--- config.mk ---
export PLATFORM = sky130hd
export DESIGN_NAME = hub_link_fifo
export DESIGN_NICKNAME = d
export VERILOG_FILES = /design/src/rtl/hub_link_fifo.sv
export SDC_FILE = /design/constraint.sdc
export NUM_CORES = 1
export LEC_CHECK = 0
export BUFFER_PORTS_ARGS = -buffer_cell sky130_fd_sc_hd__buf_2
export CELL_PAD_IN_SITES_DETAIL_PLACEMENT = 2
export CELL_PAD_IN_SITES_GLOBAL_PLACEMENT = 2
export CORE_MARGIN = 4
export CORE_UTILIZATION = 51
export CTS_CLUSTER_SIZE = 30
export DETAILED_ROUTE_END_ITERATION = 8
export GPL_TIMING_DRIVEN = 0
export PLACE_DENSITY_LB_ADDON = 0.1
export SETUP_SLACK_MARGIN = 0.02
export SYNTH_ARGS = -nofsm -noshare
export SYNTH_HDL_FRONTEND = slang
export SYNTH_SLANG_ARGS = --single-unit
export TNS_END_PERCENT = 1
--- constraint.sdc ---
create_clock -name clk -period 19.5 [get_ports clk]
set_clock_uncertainty 0.15 [all_clocks]
set_input_delay 0.975 -clock clk [delete_from_list [all_inputs] [get_ports clk]]
set_output_delay 0.975 -clock clk [all_outputs]
set_load 0.005 [all_outputs]
--- src/rtl/hub_link_fifo.sv ---
// Elastic first-word-fall-through buffer on one hub channel, placed ahead of the
// inter-FPGA link serializer. It also reports occupancy, almost-full and a sticky high-water mark.
module hub_link_fifo #(
  parameter int CHANNEL_WIDTH      = 64,
  parameter int DEST_WIDTH         = 8,
  parameter int DEPTH              = 8,
  parameter int ALMOST_FULL_THRESH = 6
) (
  input  logic                     clk,
  input  logic                     reset,
  input  logic [CHANNEL_WIDTH-1:0] in_data,
  input  logic                     in_valid,
  output logic                     in_ready,
  output logic [CHANNEL_WIDTH-1:0] out_data,
  output logic                     out_valid,
  input  logic                     out_ready,
  output logic [$clog2(DEPTH):0]   count,
  output logic                     almost_full,
  output logic [$clog2(DEPTH):0]   max_count,
  input  logic                     clear_max
);

  localparam int AW = $clog2(DEPTH);
  localparam int CW = AW + 1;
  localparam int PAYLOAD_WIDTH = CHANNEL_WIDTH - DEST_WIDTH;
  localparam logic [CW-1:0] DEPTH_C  = CW'(DEPTH);
  localparam logic [CW-1:0] THRESH_C = CW'(ALMOST_FULL_THRESH);

  logic [CHANNEL_WIDTH-1:0] r_mem [DEPTH];
  logic [AW-1:0]            r_wr_ptr;
  logic [AW-1:0]            r_rd_ptr;
  logic [CW-1:0]            r_count;
  logic [CW-1:0]            r_max_count;

  logic                     w_push;
  logic                     w_pop;
  logic                     w_in_ready;
  logic                     w_out_valid;
  logic [CW-1:0]            w_count_next;
  logic [CW-1:0]            w_max_next;
  logic [DEST_WIDTH-1:0]    w_in_dest;
  logic [PAYLOAD_WIDTH-1:0] w_in_payload;
  logic [CHANNEL_WIDTH-1:0] w_wr_word;

  // Destination field is carried verbatim; no routing decision is made here.
  assign w_in_dest    = in_data[CHANNEL_WIDTH-1 -: DEST_WIDTH];
  assign w_in_payload = in_data[PAYLOAD_WIDTH-1:0];
  assign w_wr_word    = {w_in_dest, w_in_payload};

  // Handshake flags come from registered occupancy only, so neither side sees a
  // combinational path from the other; a pop while full frees space next cycle.
  assign w_in_ready  = (r_count != DEPTH_C);
  assign w_out_valid = (r_count != '0);
  assign w_push      = in_valid & w_in_ready;
  assign w_pop       = w_out_valid & out_ready;

  always_comb begin
    w_count_next = r_count;
    case ({w_push, w_pop})
      2'b10:   w_count_next = r_count + CW'(1);
      2'b01:   w_count_next = r_count - CW'(1);
      default: w_count_next = r_count;
    endcase
  end

  // Clearing loads the upcoming occupancy so a clear issued mid-burst still tracks.
  always_comb begin
    w_max_next = r_max_count;
    if (clear_max) begin
      w_max_next = w_count_next;
    end else if (w_count_next > r_max_count) begin
      w_max_next = w_count_next;
    end
  end

  always_ff @(posedge clk or negedge reset) begin
    if (!reset) begin
      r_wr_ptr    <= '0;
      r_rd_ptr    <= '0;
      r_count     <= '0;
      r_max_count <= '0;
    end else begin
      if (w_push) begin
        r_wr_ptr <= r_wr_ptr + AW'(1);
      end
      if (w_pop) begin
        r_rd_ptr <= r_rd_ptr + AW'(1);
      end
      r_count     <= w_count_next;
      r_max_count <= w_max_next;
    end
  end

  // Storage holds no reset so it maps onto distributed RAM.
  always_ff @(posedge clk) begin
    if (w_push) begin
      r_mem[r_wr_ptr] <= w_wr_word;
    end
  end

  assign in_ready    = w_in_ready;
  assign out_valid   = w_out_valid;
  assign out_data    = w_out_valid ? r_mem[r_rd_ptr] : '0;
  assign count       = r_count;
  assign almost_full = (r_count >= THRESH_C);
  assign max_count   = r_max_count;

endmodule

==> impl_metrics.env, run 1 <==
export IMPL_yosys_warnings=0
export IMPL_syn_avg_cell_area_sq_um=22.5
export IMPL_ys_types=42
export IMPL_failing_step="3_5_place_dp"
export IMPL_port_buffers=143
export IMPL_yosysSeqAreaShare=0.775
export IMPL_syn_num_nets=980
export IMPL_fp_row_count=72
export IMPL_dpl_hpwl_mm=38.1
export IMPL_syn_inst=903
export IMPL_synth_edff_count=512
export IMPL_die_h_microns=207
export IMPL_io_pins=144
export IMPL_error="[ERROR DPL-0033] detailed placement checks failed during check placement."
export IMPL_gp_congestion=0.708
export IMPL_async_flop_share=0.0266
export IMPL_ys_flop_type="edfxtp_1"
export IMPL_ys_ff_latch=526
export IMPL_dieWidth_microns=207
export IMPL_syn_area_sq_um=20300
export IMPL_start_util=0.520
export IMPL_status="stopped before the end"
==> Yosys cell counts (2+ instances only) <==
cell	n	area share
edfxtp_1	512	0.76
mux4_2	128	0.14
nor2_1	68	0.013
mux2i_1	64	0.032
buf_2	20	0.0049
clkbuf_1	19	0.0035
dfrtp_1	14	0.017
ha_1	8	0.0049
inv_1	6	0.0011
nand2_1	6	0.0011
xnor2_1	6	0.0026
nor3_1	5	0.0012
buf_1	4	0.00074
mux2_2	4	0.0022
a21oi_1	3	0.00074
nand2b_1	3	0.00093
a211oi_1	2	0.00074
buf_6	2	0.0011
nand3_1	2	0.00049
nor2b_1	2	0.00062
nor4_1	2	0.00062
o211ai_1	2	0.00074
o21a_2	2	0.00086
==> metrics by stage <==
step / setup slack, ns / hold WS, ns / area [sq um] / instances
2_1_floorplan: 11.60 / 0.367 / 20300 / 903
3_3_place_gp: 4.91 / 0.371 / 21700 / 1564
==> cells by family after synthesis <==
logic type / Yosys count / share of synthesized area
AO/OA/AOI/OAI: 16 / 0.00703
XOR/XNOR: 8 / 0.00382
adder cells (fa/ha/maj): 8 / 0.00493
buffers and inverters: 53 / 0.0120
flip-flops: 526 / 0.775
multiplexers: 197 / 0.176
AND/OR/NAND/NOR: 95 / 0.0207
==> inputs of run 2 (changes only) <==
==> config.mk (replaced) <==
export PLATFORM = sky130hd
export DESIGN_NAME = hub_link_fifo
export DESIGN_NICKNAME = d
export VERILOG_FILES = /design/src/rtl/hub_link_fifo.sv
export SDC_FILE = /design/constraint.sdc
export NUM_CORES = 1
export LEC_CHECK = 0
export BUFFER_PORTS_ARGS = -buffer_cell sky130_fd_sc_hd__buf_2
export CORE_MARGIN = 4
export CORE_UTILIZATION = 40
export DETAILED_ROUTE_END_ITERATION = 8
export GPL_TIMING_DRIVEN = 0
export PLACE_DENSITY_LB_ADDON = 0.15
export SYNTH_ARGS = -nofsm -noshare
export SYNTH_HDL_FRONTEND = slang
export SYNTH_SLANG_ARGS = --single-unit
export TNS_END_PERCENT = 1
==> run 2 against run 1 <==
  * The flow now finishes without violations
  * Synthesized cell count unchanged
  * Synthesized area unchanged
==> impl_metrics.env, run 2 <==
export IMPL_grt_pass1_wl_mm=66.7
export IMPL_synth_top_cells_by_area="edfxtp_1 (76%), mux4_2 (14%), mux2i_1 (3.2%)"
export IMPL_start_kind="register"
export IMPL_critical_path_max_fanout=10
export IMPL_max_freq_ghz=0.224
export IMPL_synth_top_area_share=0.758
export IMPL_vias=9546
export IMPL_power_frac_seq=0.400
export IMPL_setup_viol=0
export IMPL_drv_slew=0
export IMPL_rsz0062_at_grt="false"
export IMPL_cts_setup_buffers=0
export IMPL_max_cap_violations=0
export IMPL_cts_tree="built"
export IMPL_syn_inst=903
export IMPL_r2r_start="count[3]$_DFF_PN0_"
export IMPL_fp_coreArea_sq_um=50200
export IMPL_regMostFlops="r_mem"
export IMPL_grt_total_usage=0.165
export IMPL_clk_pin_slew_ns=0.06
export IMPL_hp_class="input pin to async pin"
export IMPL_dieWidth_microns=233
export IMPL_yosysTopAreaCell="edfxtp_1"
export IMPL_area_growth_syn_to_layout_pct=19.4
export IMPL_drtAntennaViolNets=0
export IMPL_clockPowerShare=0.269
export IMPL_dpl_hpwl_mm=28.6
export IMPL_port_buffers=143
export IMPL_r2r_cells=13
export IMPL_path_class="register to output port"
export IMPL_cts_sinks=526
export IMPL_holdBufCountCts=0
export IMPL_pre_cts_ws_ns=15.41
export IMPL_ys_types=42
export IMPL_met1_length_mm=19.7
export IMPL_finalNetCount=1231
export IMPL_ff2ff_setup_slack_ns=15.46
export IMPL_largest_reg_flops=512
export IMPL_switching_share=0.301
export IMPL_die_h_microns=233
export IMPL_yosys_top_cells_count="edfxtp_1 (512), mux4_2 (128), nor2_1 (68), mux2i_1 (64), buf_2 (20)"
export IMPL_drc_errors=0
export IMPL_drive_above_1_share=0.366
export IMPL_grt_overflow_total=0
export IMPL_grt_pass1_vias=10400
export IMPL_fin_crit_sh=0.229
export IMPL_cts_max_level=2
export IMPL_yosysSeqAreaShare=0.775
export IMPL_syn_area_sq_um=20300
export IMPL_wl_met3_mm=2.10
export IMPL_critPathCaptureType="output port"
export IMPL_die_area_sq_um=54400
export IMPL_start_util=0.404
export IMPL_tns_ns=0
export IMPL_syn_avg_cell_area_sq_um=22.5
export IMPL_critPathArrivalTime_ns=3.34
export IMPL_ys_ff_latch=526
export IMPL_ctsResizeCount=0
export IMPL_layout_commonest_cell="edfxtp_1"
export IMPL_synth_most_common_cell="edfxtp_1"
export IMPL_antenna_found_initial=8
export IMPL_final_cell_mix="edfxtp_1 (512), buf_2 (163), mux4_2 (128), nor2_1 (65), mux2i_1 (64)"
export IMPL_async_flop_share=0.0266
export IMPL_wl_met2_mm=21.3
export IMPL_relSlewSlack=0.227
export IMPL_synth_edff_count=512
export IMPL_ys_flop_type="edfxtp_1"
export IMPL_numCtsBuffers=55
export IMPL_clk_latency_ns=0.58
export IMPL_clock_path_buffers=3
export IMPL_cts_root_buf="clkbuf_16"
export IMPL_finalHoldViolations=0
export IMPL_ir_drop_uv=71.4
export IMPL_io_pins=144
export IMPL_switching_power_mw=1.10
export IMPL_fin_ws_ns=15.04
export IMPL_fp_row_count=82
export IMPL_highest_layer="met5"
export IMPL_pwr_density_cell_nw_per_um2=151
export IMPL_syn_num_nets=980
export IMPL_grt_max_degree=24
export IMPL_detail_route_iter0_violations=594
export IMPL_fin_crit_ns=4.46
export IMPL_finalWirelength_mm=43.9
export IMPL_tightest_slew_ns=1.16
export IMPL_intPower_mw=2.56
export IMPL_combPwrFrac=0.331
export IMPL_status="complete, no violations"
export IMPL_yosys_warnings=0
export IMPL_wl_per_cell_microns=23.5
export IMPL_required_ns=18.38
export IMPL_cellLeakagePower_nw=8.24
export IMPL_gp_congestion=0.694
export IMPL_post_drt_via_cell_ratio=5.10
export IMPL_reg2reg_to="max_count[0]$_DFFE_PN0P_"
export IMPL_drtPass1Iterations=5
-- run 2: cell counts after synthesis --
No cell type changed its count.
-- run 2: cells by family (layout without fill, tap and decap cells) --
kind of cell / Yosys count / in the layout / share of synthesized area
AOI/OAI and AO/OA: 16 / 16 / 0.00703
xor gates and xnor gates: 8 / 8 / 0.00382
adders and majority gates: 8 / 8 / 0.00493
buffers and inverters: 53 / 346 / 0.0120
DFF: 526 / 526 / 0.775
muxes: 197 / 197 / 0.176
other: 0 / 2 / 0
and+or+nand+nor: 95 / 95 / 0.0207
-- run 2: worst max path at each step --
stage	from	cells past startpoint	end	slack, ns
6_report	count[3]$_DFF_PN0_	5	out_data[45]	15.04
3_5_place_dp	in_valid	14	max_count[0]$_DFFE_PN0P_	15.41
4_1_cts	count[3]$_DFF_PN0_	5	out_data[51]	14.91
2_1_floorplan	in_valid	2	r_mem[0][0]$_DFFE_PP_	11.60
3_3_place_gp	in_valid	3	r_mem[0][39]$_DFFE_PP_	4.40
5_1_grt	count[2]$_DFF_PN0_	6	out_data[33]	14.84
-- run 2: per-layer routing --
| layer | GRT usage | vias up |
|---|---|---|
| met5 | 0 | - |
| met4 | 0.0390 | 10 |
| met3 | 0.0339 | 57 |
| met2 | 0.265 | 184 |
| met1 | 0.234 | 5036 |
| li1 | - | 4259 |
-- run 2: critical path, stage by stage, from the launching register on --
cell and delay [ns]:
dfrtp_1 0.48, nor4_1 0.46, clkbuf_1 0.90, clkbuf_1 0.53, nor2_1 0.19, buf_2 0.18
-- run 2: final cells by class --
type	count	area (sq um)
diodes	2	5.00
plain buffers	46	216
inverters	7	26.3
flip-flops and latches	526	15700
well taps	672	841
repair buffers	194	1340
fillers	4132	25900
multi-input cells	324	4370
clock inverters	23	184
clock buffers	76	1520
-- run 2: stage by stage --
stage / cell area (sq um) / hold WS [ns] / power, mW / utilization / std cells
after floorplan: 20300 / 0.367 / 2.26 / - / 903
after global placement: 21800 / 0.381 / 2.72 / 0.435 / 1718
after detailed placement: 22500 / 0.383 / 2.74 / 0.449 / 1769
after CTS: 24200 / 0.109 / 3.74 / 0.483 / 1868
after global routing: 24200 / 0.141 / 3.88 / 0.483 / 1869
final: 24200 / 0.142 / 3.67 / 0.483 / 1870
-- run 2: power by group through the flow --
stage	Combinational, mW	Sequential (mW)	Clock (mW)
3_3_place_gp	1.19	1.54	0
3_5_place_dp	1.25	1.49	0
6_report	1.21	1.47	0.988
4_1_cts	1.26	1.47	1.02
5_1_grt	1.33	1.48	1.07
2_1_floorplan	0.755	1.50	0
No activity file was read; power rests on OpenSTA's default activity.
==> inputs of run 3 (changes only) <==
==> constraint.sdc (replaced) <==
create_clock -name clk -period 4.23 [get_ports clk]
set_clock_uncertainty 0.15 [all_clocks]
set_input_delay 0.2115 -clock clk [delete_from_list [all_inputs] [get_ports clk]]
set_output_delay 0.2115 -clock clk [all_outputs]
set_load 0.005 [all_outputs]
==> run 3 against run 2 <==
  * Non-clock buffer count grew 64
  * Largest power group unchanged
  * Sequential power grew to 4.6 times the previous value
  * Core utilization grew 1.5 points
  * Count of clock-buffer cells in the layout shrank 7
  * Routed wire length grew 0.95%
  * Global-route usage is essentially flat
  * Power grew to 4.6 times the previous value
==> impl_metrics.env, run 3 (synthesized netlist as in run 2, its figures left out) <==
export IMPL_r2r_start="count[3]$_DFF_PN0_"
export IMPL_busiest_layer="met2"
export IMPL_drtPass1Iterations=4
export IMPL_r2r_cells=12
export IMPL_port_buffers=143
export IMPL_numCtsBuffers=53
export IMPL_multi_input_area_sq_um=4390
export IMPL_hp_class="input pin to register"
export IMPL_grt_pass1_vias=10500
export IMPL_path_class="register to register"
export IMPL_fin_crit_ns=3.90
export IMPL_globalRouteMet1Util=0.237
export IMPL_tightest_slew_ns=1.05
export IMPL_antenna_found_initial=3
export IMPL_switching_power_mw=5.13
export IMPL_layout_commonest_cell="edfxtp_1"
export IMPL_placed_cells=1764
export IMPL_switching_share=0.301
export IMPL_finalNonFillerCells=1931
export IMPL_grt_overflow_total=0
export IMPL_final_util=0.498
export IMPL_gp_congestion=0.710
export IMPL_final_seq_area_sq_um=15700
export IMPL_regMostFlops="r_mem"
export IMPL_tns_ns=0
export IMPL_drive_above_1_share=0.342
export IMPL_drc_errors=0
export IMPL_wl_per_cell_microns=22.9
export IMPL_place_area_sq_um=22600
export IMPL_cellLeakagePower_nw=8.52
export IMPL_ir_drop_uv=271
export IMPL_cts_root_buf="clkbuf_16"
export IMPL_reg2reg_to="max_count[0]$_DFFE_PN0P_"
export IMPL_clk_latency_ns=0.58
export IMPL_drv_slew=0
export IMPL_post_drt_via_cell_ratio=5.08
export IMPL_finalWirelength_mm=44.3
export IMPL_ff2ff_setup_slack_ns=0.33
export IMPL_required_ns=4.54
export IMPL_hold_slack_ns=0.285
export IMPL_dieWidth_microns=233
export IMPL_design_area_sq_um=25000
export IMPL_hp_start="in_data[51]"
export IMPL_hold_end="r_mem[3][51]$_DFFE_PP_"
export IMPL_clk_pin_slew_ns=0.06
export IMPL_finalNetCount=1293
export IMPL_fin_crit_sh=0.921
export IMPL_cts_max_level=2
export IMPL_clockPowerShare=0.268
export IMPL_grt_total_usage=0.165
export IMPL_grt_pass1_wl_mm=66.7
export IMPL_rsz0062_at_grt="false"
export IMPL_cts_setup_buffers=0
export IMPL_grt_max_degree=24
export IMPL_status="complete, no violations"
export IMPL_max_freq_ghz=0.257
export IMPL_cts_tree="built"
export IMPL_grt_util_met3=0.0288
export IMPL_fp_row_count=82
export IMPL_fill_cells=4123
export IMPL_pwr_density_cell_nw_per_um2=682
export IMPL_critPathArrivalTime_ns=4.21
export IMPL_grt_use_met2=0.265
export IMPL_fin_ws_ns=0.334
export IMPL_die_h_microns=233
export IMPL_setup_viol=0
export IMPL_detail_route_iter0_violations=687
export IMPL_largest_reg_flops=512
export IMPL_power_frac_seq=0.398
export IMPL_min_path_cells=2
export IMPL_cts_sinks=526
export IMPL_finalHoldViolations=0
export IMPL_pre_cts_ws_ns=0.225
export IMPL_dpl_hpwl_mm=28.6
export IMPL_relSlewSlack=0.302
export IMPL_drtAntennaViolNets=0
export IMPL_die_area_sq_um=54400
export IMPL_fp_coreArea_sq_um=50200
export IMPL_final_cell_mix="edfxtp_1 (512), buf_2 (163), mux4_2 (128), dlygate4sd3_1 (69), nor2_1 (65)"
export IMPL_start_util=0.404
export IMPL_intPower_mw=11.9
export IMPL_area_growth_syn_to_layout_pct=23.1
export IMPL_critPathCaptureType="register"
export IMPL_clock_path_buffers=3
export IMPL_max_cap_violations=0
export IMPL_critical_path_max_fanout=7
export IMPL_vias=9817
export IMPL_total_power_mw=17.0
export IMPL_io_pins=144
export IMPL_start_kind="register"
export IMPL_combPwrFrac=0.334
==> run 3: metal layers <==
metal | vias to the layer above | wire length (microns)
li1 | 4393 | -
met1 | 5177 | 20200
met2 | 193 | 21400
met3 | 52 | 1900
met4 | 2 | 782
met5 | - | 13
==> run 3: critical path: stages, from the launching register on <==
cell      delay, ns
dfrtp_1        0.51
inv_2          0.10
or4_1          0.52
buf_2          0.17
nand2_4        0.14
ha_1           0.32
a2111o_1       0.39
o21a_2         0.16
xnor2_2        0.14
ha_1           0.32
a211oi_1       0.38
a21oi_2        0.18
mux2_2         0.29
==> run 3: cell type report <==
cell class                 count  share of cell area
inverter                       7             0.00105
buffer                        46             0.00867
tap                          672              0.0337
multi-input combinational    324               0.176
antenna                        2            0.000200
sequential                   526               0.630
clock buffer                  69              0.0572
clock inverter                27              0.0100
timing repair buffer         258              0.0838
==> run 3: power by group through the flow <==
| stage | clock network, mW | registers (mW) | logic [mW] |
|---|---|---|---|
| floorplan | 0 | 6.90 | 3.48 |
| finish | 4.56 | 6.77 | 5.69 |
| global placement | 0 | 7.05 | 5.46 |
| global route | 4.91 | 6.83 | 6.26 |
| CTS | 4.69 | 6.78 | 5.88 |
| detailed placement | 0 | 6.89 | 5.81 |
==> run 3: worst max path at each step <==
stage                        from                        to  cells after the start
2_1_floorplan  count[0]$_DFF_PN0_     r_mem[1][0]$_DFFE_PP_                      5
3_3_place_gp   count[0]$_DFF_PN0_    r_mem[4][42]$_DFFE_PP_                      5
3_5_place_dp   count[3]$_DFF_PN0_  max_count[0]$_DFFE_PN0P_                     13
4_1_cts        count[3]$_DFF_PN0_  max_count[0]$_DFFE_PN0P_                     13
5_1_grt        count[3]$_DFF_PN0_  max_count[0]$_DFFE_PN0P_                     12
6_report       count[3]$_DFF_PN0_  max_count[0]$_DFFE_PN0P_                     12
==> run 3: timing repair <==
| item | 4_1_cts | 5_1_grt |
|---|---|---|
| endpoints found under the setup margin | 0 | 1 |
| gates resized for setup | 0 | 1 |
| hold buffers | 69 | 0 |
| endpoints found under the hold margin | 533 | 0 |
==> inputs of run 4 (changes only) <==
--- a/config.mk
+++ b/config.mk
@@ -10,7 +10,7 @@
 export CORE_UTILIZATION = 40
 export DETAILED_ROUTE_END_ITERATION = 8
 export GPL_TIMING_DRIVEN = 0
-export PLACE_DENSITY_LB_ADDON = 0.15
+export PLACE_DENSITY = 0.59
 export SYNTH_ARGS = -nofsm -noshare
 export SYNTH_HDL_FRONTEND = slang
 export SYNTH_SLANG_ARGS = --single-unit
==> run 4 against run 3 <==
  * Count of clock-buffer cells in the layout is 6 lower
  * Largest power group unchanged
  * First-iteration DRC count rose by 5.8%
  * Global-route usage shrank 0.44 points
  * Core utilization shrank 0.085 points
  * Highest routed layer unchanged
  * Setup slack worse by 0.13 ns
  * Power about the same
==> impl_metrics.env, run 4 (synthesized netlist as in run 2, its figures left out) <==
export IMPL_die_h_microns=233
export IMPL_clockPowerShare=0.273
export IMPL_final_seq_area_sq_um=15700
export IMPL_max_stage_delay_ns=0.53
export IMPL_rsz0062_at_grt="false"
export IMPL_cts_sinks=526
export IMPL_fin_crit_sh=0.952
export IMPL_fp_coreArea_sq_um=50200
export IMPL_max_freq_ghz=0.248
export IMPL_tightest_slew_ns=1.02
export IMPL_max_cap_violations=0
export IMPL_cts_root_buf="clkbuf_16"
export IMPL_area_growth_syn_to_layout_pct=22.9
export IMPL_cts_setup_buffers=0
export IMPL_placed_cells=1758
export IMPL_relSlewSlack=0.323
export IMPL_io_pins=144
export IMPL_switching_share=0.300
export IMPL_place_area_sq_um=22500
export IMPL_total_power_mw=17.0
export IMPL_die_area_sq_um=54400
export IMPL_cts_max_level=2
export IMPL_drive_above_1_share=0.346
export IMPL_grt_pass1_vias=10400
export IMPL_fin_crit_ns=4.03
export IMPL_switching_power_mw=5.10
export IMPL_cts_tree="built"
export IMPL_grt_pass1_wl_mm=65.3
export IMPL_final_cell_mix="edfxtp_1 (512), buf_2 (163), mux4_2 (128), dlygate4sd3_1 (69), nor2_1 (65)"
export IMPL_critPathCaptureType="register"
export IMPL_antenna_found_initial=4
export IMPL_finalNonFillerCells=1929
export IMPL_ctsResizeCount=0
export IMPL_critPathArrivalTime_ns=4.35
export IMPL_vias=9759
export IMPL_worst_path_max_delay_cell="or4_1"
export IMPL_setup_viol=0
export IMPL_dieWidth_microns=233
export IMPL_finalHoldViolations=0
export IMPL_combPwrFrac=0.329
export IMPL_post_drt_via_cell_ratio=5.06
export IMPL_drtAntennaViolNets=0
export IMPL_drtPass1Iterations=5
export IMPL_fin_ws_ns=0.203
export IMPL_critical_path_max_fanout=7
export IMPL_multi_input_area_sq_um=4380
export IMPL_design_area_sq_um=24900
export IMPL_detail_route_iter0_violations=727
export IMPL_start_kind="register"
export IMPL_fill_cells=4059
export IMPL_path_class="register to register"
export IMPL_cp_common_cell="ha_1"
export IMPL_required_ns=4.56
export IMPL_regMostFlops="r_mem"
export IMPL_hp_class="input pin to register"
export IMPL_intPower_mw=11.9
export IMPL_wl_per_cell_microns=22.3
export IMPL_grt_max_degree=26
export IMPL_pwr_density_cell_nw_per_um2=683
export IMPL_gp_congestion=0.722
export IMPL_fp_row_count=82
export IMPL_start_util=0.404
export IMPL_power_frac_seq=0.398
export IMPL_tns_ns=0
export IMPL_grt_overflow_total=0
export IMPL_finalWirelength_mm=43.0
export IMPL_drv_slew=0
export IMPL_status="complete, no violations"
export IMPL_finalNetCount=1287
export IMPL_dpl_hpwl_mm=28.1
export IMPL_grt_total_usage=0.161
export IMPL_largest_reg_flops=512
export IMPL_port_buffers=143
export IMPL_layout_commonest_cell="edfxtp_1"
export IMPL_clk_latency_ns=0.59
export IMPL_clk_pin_slew_ns=0.06
export IMPL_numCtsBuffers=53
export IMPL_pre_cts_ws_ns=0.206
export IMPL_ir_drop_uv=325
export IMPL_drc_errors=0
export IMPL_cellLeakagePower_nw=8.50
export IMPL_clock_path_buffers=3
export IMPL_path_cells="inv_2, or4_1, buf_2, nand2_4, ha_1, a2111o_1, o21a_2, xnor2_2, ha_1, nand4_1, nor2_1, a21oi_1, mux2_2"
## run 4: cell count changes in the layout (fill, tap and decap cells not counted), sizes merged
cell      previous run  this run
buf                216       210
clkinv              20        27
clkbuf              88        82
clkinvlp             0         3
bufinv               5         6
inv                  9         8
## run 4: critical path, delay by kind of cell, from the launching register on
family / cells / cell delay [ns]
adders and majority gates: 2 / 0.64
buffers and inverters: 2 / 0.28
AOI/OAI and AO/OA: 3 / 0.98
muxes: 1 / 0.39
DFF: 1 / 0.52
and+or+nand+nor: 4 / 0.83
xor gates and xnor gates: 1 / 0.14
## run 4: final cells by class
| cell class | count | area share |
|---|---|---|
| Antenna cell | 2 | 0.000201 |
| Buffer | 46 | 0.00868 |
| Clock buffer | 63 | 0.0564 |
| Clock inverter | 37 | 0.0136 |
| Inverter | 7 | 0.00105 |
| Multi-Input combinational cell | 324 | 0.176 |
| Sequential cell | 526 | 0.631 |
| Tap cell | 672 | 0.0337 |
| Timing Repair Buffer | 252 | 0.0798 |
## run 4: worst paths after layout
| check | startpoint | end | slack (ns) | cells past startpoint |
|---|---|---|---|---|
| worst max register to register | count[3]$_DFF_PN0_ | max_count[2]$_DFFE_PN0P_ | 0.20 | 13 |
| worst min-delay path | in_data[46] | r_mem[3][46]$_DFFE_PP_ | 0.28 | 2 |
| worst max-delay path | count[3]$_DFF_PN0_ | max_count[2]$_DFFE_PN0P_ | 0.20 | 13 |
| min in group asynchronous | reset | max_count[2]$_DFFE_PN0P_ | 0.58 | 3 |
| max in group asynchronous | reset | r_wr_ptr[0]$_DFFE_PN0P_ | 2.92 | 3 |
| worst min register to register | max_count[2]$_DFFE_PN0P_ | max_count[2]$_DFFE_PN0P_ | 0.38 | 1 |
## run 4: per-stage QoR
stage                      util  hold WS, ns
after floorplan               -       -0.234
after global placement    0.436      -0.0211
after detailed placement  0.448      -0.0113
after CTS                 0.497        0.249
after global routing      0.497        0.267
final                     0.497        0.282
## run 4: metal layers
layer	GRT usage	vias to the layer above	wire, microns	share of wire
li1	-	4387	-	-
met5	0	-	27	0.00063
met1	0.220	5117	18700	0.44
met4	0.0411	4	843	0.020
met2	0.266	188	21400	0.50
met3	0.0318	63	1960	0.046
## run 4: power groups by stage
stage	combinational, mW	sequential (mW)	clock [mW]
2_1_floorplan	3.48	6.90	0
3_3_place_gp	5.42	7.04	0
3_5_place_dp	5.72	6.88	0
4_1_cts	5.79	6.78	4.77
5_1_grt	6.14	6.83	5.01
6_report	5.60	6.77	4.65
## run 4: what timing repair did
item,in CTS,in global routing
endpoints found under the setup margin,0,0
hold buffers,69,0
hold endpoints to repair,534,0
